==> config.mk <==
export PLATFORM = sky130hd
export DESIGN_NAME = trng_collector
export DESIGN_NICKNAME = d
export VERILOG_FILES = /design/src/rtl/trng_collector.sv
export SDC_FILE = /design/constraint.sdc
export NUM_CORES = 1
export LEC_CHECK = 0
export ABC_AREA = 0
export ABC_CLOCK_PERIOD_IN_PS = 2000
export CELL_PAD_IN_SITES_DETAIL_PLACEMENT = 1
export CELL_PAD_IN_SITES_GLOBAL_PLACEMENT = 2
export CORE_ASPECT_RATIO = 0.9
export CORE_MARGIN = 3
export CORE_UTILIZATION = 36
export CTS_BUF_LIST = sky130_fd_sc_hd__clkbuf_4
export DETAILED_ROUTE_END_ITERATION = 12
export HOLD_SLACK_MARGIN = 0.02
export PLACE_DENSITY = 0.77
export REMOVE_ABC_BUFFERS = 1
export SYNTH_ARGS = -nofsm -noshare
export SYNTH_HDL_FRONTEND = slang
export SYNTH_SLANG_ARGS = --single-unit
==> constraint.sdc <==
create_clock -name i_clk -period 2 [get_ports i_clk]
set_clock_uncertainty 0.1 [all_clocks]
set_input_delay 0.3 -clock i_clk [delete_from_list [all_inputs] [get_ports i_clk]]
set_output_delay 0.3 -clock i_clk [all_outputs]
set_load 0.02 [all_outputs]
==> src/rtl/trng_collector.sv <==
// Synchronizes a ring-oscillator bit, samples it every SAMPLE_DIV run cycles and assembles WIDTH-bit words; define TRNG_VON_NEUMANN_EN for pairwise debiasing.
// Word ready WIDTH*SAMPLE_DIV run cycles + 1 after start (no debias); i_stop=1 pauses collection, or accepts a held word.
module trng_collector #(
  parameter int unsigned WIDTH       = 7,
  parameter int unsigned SYNC_STAGES = 2,
  parameter int unsigned SAMPLE_DIV  = 4
) (
  input  logic             i_clk,
  input  logic             i_reset,
  input  logic             i_stop,
  input  logic             i_raw,
  output logic             o_osc_en,
  output logic             o_valid,
  output logic [WIDTH-1:0] o_randomData
);

  localparam int unsigned CW = $clog2(WIDTH + 1);

  typedef enum logic {S_COLLECT, S_VALID} state_t;

  state_t                 state_q, state_d;
  logic [SYNC_STAGES-1:0] sync_q;
  logic [7:0]             div_q, div_d;
  logic [CW-1:0]          cnt_q, cnt_d;
  logic [WIDTH-1:0]       shreg_q, shreg_d;
  logic [WIDTH-1:0]       data_q, data_d;
  logic                   valid_q, valid_d;
  logic                   osc_q;
  logic                   s_raw;
  logic                   tick;
  logic                   take;
  logic                   take_bit;

  assign s_raw = sync_q[SYNC_STAGES-1];
  assign tick  = (state_q == S_COLLECT) && !i_stop && (div_q == 8'(SAMPLE_DIV - 1));

`ifdef TRNG_VON_NEUMANN_EN
  logic pair_q, pair_d;
  logic first_q, first_d;

  // Second tick of a pair keeps the first bit only when the two differ (10 -> 1, 01 -> 0).
  always_comb begin
    pair_d   = pair_q;
    first_d  = first_q;
    take     = 1'b0;
    take_bit = first_q;
    if (tick) begin
      if (!pair_q) begin
        pair_d  = 1'b1;
        first_d = s_raw;
      end else begin
        pair_d = 1'b0;
        take   = first_q ^ s_raw;
      end
    end
    if ((state_q == S_VALID) && i_stop) pair_d = 1'b0;
  end

  always_ff @(posedge i_clk) begin
    if (i_reset) begin
      pair_q  <= 1'b0;
      first_q <= 1'b0;
    end else begin
      pair_q  <= pair_d;
      first_q <= first_d;
    end
  end
`else
  always_comb begin
    take     = tick;
    take_bit = s_raw;
  end
`endif

  always_comb begin
    state_d = state_q;
    div_d   = div_q;
    cnt_d   = cnt_q;
    shreg_d = shreg_q;
    data_d  = data_q;
    valid_d = valid_q;
    case (state_q)
      S_COLLECT: begin
        if (!i_stop) div_d = tick ? 8'd0 : div_q + 8'd1;
        if (take) begin
          shreg_d = {shreg_q[WIDTH-2:0], take_bit};
          if (cnt_q == CW'(WIDTH - 1)) begin
            data_d  = shreg_d;
            valid_d = 1'b1;
            cnt_d   = '0;
            state_d = S_VALID;
          end else begin
            cnt_d = cnt_q + CW'(1);
          end
        end
      end
      S_VALID: begin
        div_d = 8'd0;
        if (i_stop) begin
          valid_d = 1'b0;
          state_d = S_COLLECT;
        end
      end
      default: state_d = S_COLLECT;
    endcase
  end

  always_ff @(posedge i_clk) begin
    if (i_reset) begin
      sync_q  <= '0;
      state_q <= S_COLLECT;
      div_q   <= 8'd0;
      cnt_q   <= '0;
      shreg_q <= '0;
      data_q  <= '0;
      valid_q <= 1'b0;
      osc_q   <= 1'b0;
    end else begin
      sync_q  <= {sync_q[SYNC_STAGES-2:0], i_raw};
      state_q <= state_d;
      div_q   <= div_d;
      cnt_q   <= cnt_d;
      shreg_q <= shreg_d;
      data_q  <= data_d;
      valid_q <= valid_d;
      osc_q   <= !i_stop;
    end
  end

  assign o_osc_en     = osc_q;
  assign o_valid      = valid_q;
  assign o_randomData = data_q;

endmodule
==> impl_metrics.json <==
{
  "ys_seq_area_frac": 0.517,
  "grt_pass1_vias": 843,
  "end_kind": "register",
  "final-seq-area_sq_um": 581,
  "ys_ff_latch": 29,
  "r2r_setup_slack_ps": 170,
  "finalNetCount": 140,
  "layout-drive-gt1-share": 0.110,
  "netlist_instances": 114,
  "io_buffer_count": 12,
  "tns_ps": 0,
  "synth_edf_count": 0,
  "cts_max_level": 2,
  "vias": 850,
  "synthTopCellsByCount": "dfxtp_1 (29), nor2_1 (21), mux2i_1 (13), xor2_1 (6)",
  "ys_async_sr_fraction": 0,
  "synth_most_common_cell": "dfxtp_1",
  "ir_drop_mv": 0.412,
  "io_pins": 13,
  "hp-class": "register to register",
  "r2r-start": "div_q[0]",
  "wl_mm": 2.28,
  "initial_utilization": 0.392,
  "critical_path_class": "register to register",
  "p_per_area_mw_per_mm2": 796,
  "fin_crit_sh": 0.913,
  "timing.fmax_ghz": 0.548,
  "drt-met1-wl_mm": 1.14,
  "hold_depth": 1,
  "dieArea_sq_mm": 0.00382,
  "startpoint_type": "register",
  "dpl-instance-area_sq_mm": 0.00132,
  "synth_warnings": 0,
  "fp.dieH_um": 59.0,
  "ys.flop_type": "dfxtp_1",
  "diodes": 0,
  "design_area_sq_mm": 0.00140,
  "finalSetupViolCount": 0,
  "syn_avg_cell_area_sq_um": 9.84,
  "clk_latency_ps": 330,
  "hold_viol": 0,
  "hold_end": "sync_q[1]",
  "maxCapViolCount": 0,
  "overflow": 0,
  "synthToLayoutAreaGrowth_pct": 24.4,
  "clock-sinks": 29,
  "cts_setup_buffers": 0,
  "worstPathArrival_ps": 1990,
  "yosysTopAreaCell": "dfxtp_1",
  "grt_pass1_wl_mm": 3.98,
  "globalplace.congestion": 0.755,
  "rsz0062_at_grt": "false",
  "period_needed_ps": 1830,
  "wl_met2_mm": 1.00,
  "drt-initial-drc-count": 20,
  "crit_fanout": 8,
  "grt_start_max_net_pins": 23,
  "track_usage": 0.143,
  "cts_tree": "yes",
  "rr_endpoint": "cnt_q[2]",
  "ctsHoldBuffers": 0,
  "pre_cts_slack_ps": 98.0,
  "synthTopCellsByArea": "dfxtp_1 (52%), mux2i_1 (12%), nor2_1 (7.0%)",
  "first_pass_iters": 4,
  "cts_buffer_depth": 2,
  "synth_top_area_frac": 0.517,
  "required_ps": 2160,
  "die_width_um": 64.9,
  "nFillCells": 341,
  "status": "finished, final reports clean",
  "root_buffer": "clkbuf_4",
  "rows": 18,
  "vias_per_cell": 4.83,
  "hold_start": "sync_q[0]",
  "multiInputGateArea_sq_um": 522,
  "yosysUniqueCellTypes": 27,
  "dr_wl_met3_um": 102,
  "fin_ws_ps": 175,
  "route.top_layer_used": "met4",
  "clkSlewWorstSetupHoldPaths_ps": 90,
  "slew_viol_final": 0,
  "numCtsBuffers": 5,
  "place_hpwl_mm": 1.61,
  "ff2ff_path_depth": 5,
  "ant_nets": 0,
  "synth_area_sq_mm": 0.00112,
  "antenna_found_initial": 0,
  "wl_per_cell_um": 13.0,
  "relSlewSlack": 0.734,
  "ctsResizeCount": 0,
  "leakagePower_nw": 0.605,
  "worst_pin_slew_ps": 397,
  "fp.coreArea_sq_mm": 0.00286,
  "drc": 0
}
[through the flow]
step	hold slack (ps)	util	power (mW)	instances
3_3_place_gp	325	0.461	0.645	168
2_1_floorplan	267	-	0.619	111
4_1_cts	357	0.488	1.13	176
3_5_place_dp	327	0.461	0.646	168
5_1_grt	390	0.488	1.17	176
6_report	347	0.488	1.11	176
[power by group]
| group | switching, mW | total, mW | internal [mW] |
|---|---|---|---|
| sequential | 0.00501 | 0.589 | 0.584 |
| clock | 0.207 | 0.480 | 0.274 |
| combinational | 0.0240 | 0.0423 | 0.0182 |
[placed cells by master (no fill, tap or decap), types with 2 or more instances in the layout]
cell type,count
dfxtp_1,29
nor2_1,21
mux2i_1,13
clkdlybuf4s50_1,12
xor2_1,6
clkbuf_4,6
nand2_1,5
nand3_1,5
a21oi_1,5
buf_4,5
nor2b_1,4
o21ai_0,3
nor3_1,2
nand2b_1,2
nand4_1,2
inv_1,2
[layer usage]
layer  vias up  track usage
met1       397        0.184
met4         0       0.0994
met5         -            0
met3         4       0.0607
met2        15        0.192
li1        434            -
[layout make-up]
cell class              count  share of cell area
flip-flops and latches     29               0.416
multi-input cells          80               0.374
repair buffers             17               0.113
well taps                  40              0.0358
clock buffers               6              0.0323
clock inverters             2              0.0242
inverters                   2             0.00538
[sequential cells by signal, summed over array words and instances, names as in the netlist]
signal        count
state_q           1
sync_q            2
o_randomData      7
shreg_q           6
o_osc_en          1
div_q             8
o_valid           1
cnt_q             3
[cell families after synthesis]
| logic type | share of synthesized area |
|---|---|
| DFF | 0.517 |
| AOI/OAI and AO/OA | 0.0502 |
| xor gates and xnor gates | 0.0468 |
| adders and majority gates | 0.0111 |
| buffers and inverters | 0.0178 |
| and+or+nand+nor | 0.241 |
| muxes | 0.116 |
[worst max-delay path by stage]
stage / end / cells past startpoint / slack (ps) / start
floorplan: cnt_q[2] / 5 / 250 / div_q[0]
global placement: cnt_q[2] / 5 / 160 / i_stop
detailed placement: cnt_q[2] / 5 / 100 / i_stop
CTS: cnt_q[2] / 5 / 150 / div_q[0]
global route: cnt_q[2] / 5 / 50 / div_q[0]
finish: cnt_q[2] / 5 / 170 / div_q[0]
[worst max-delay path, cell delays in order (launching register included)]
cell     delay, ps
dfxtp_1        390
ha_1           250
nor2b_1        260
nand3_2        190
or4_1          440
a21oi_1        140
(Power assumes the default switching activity.)
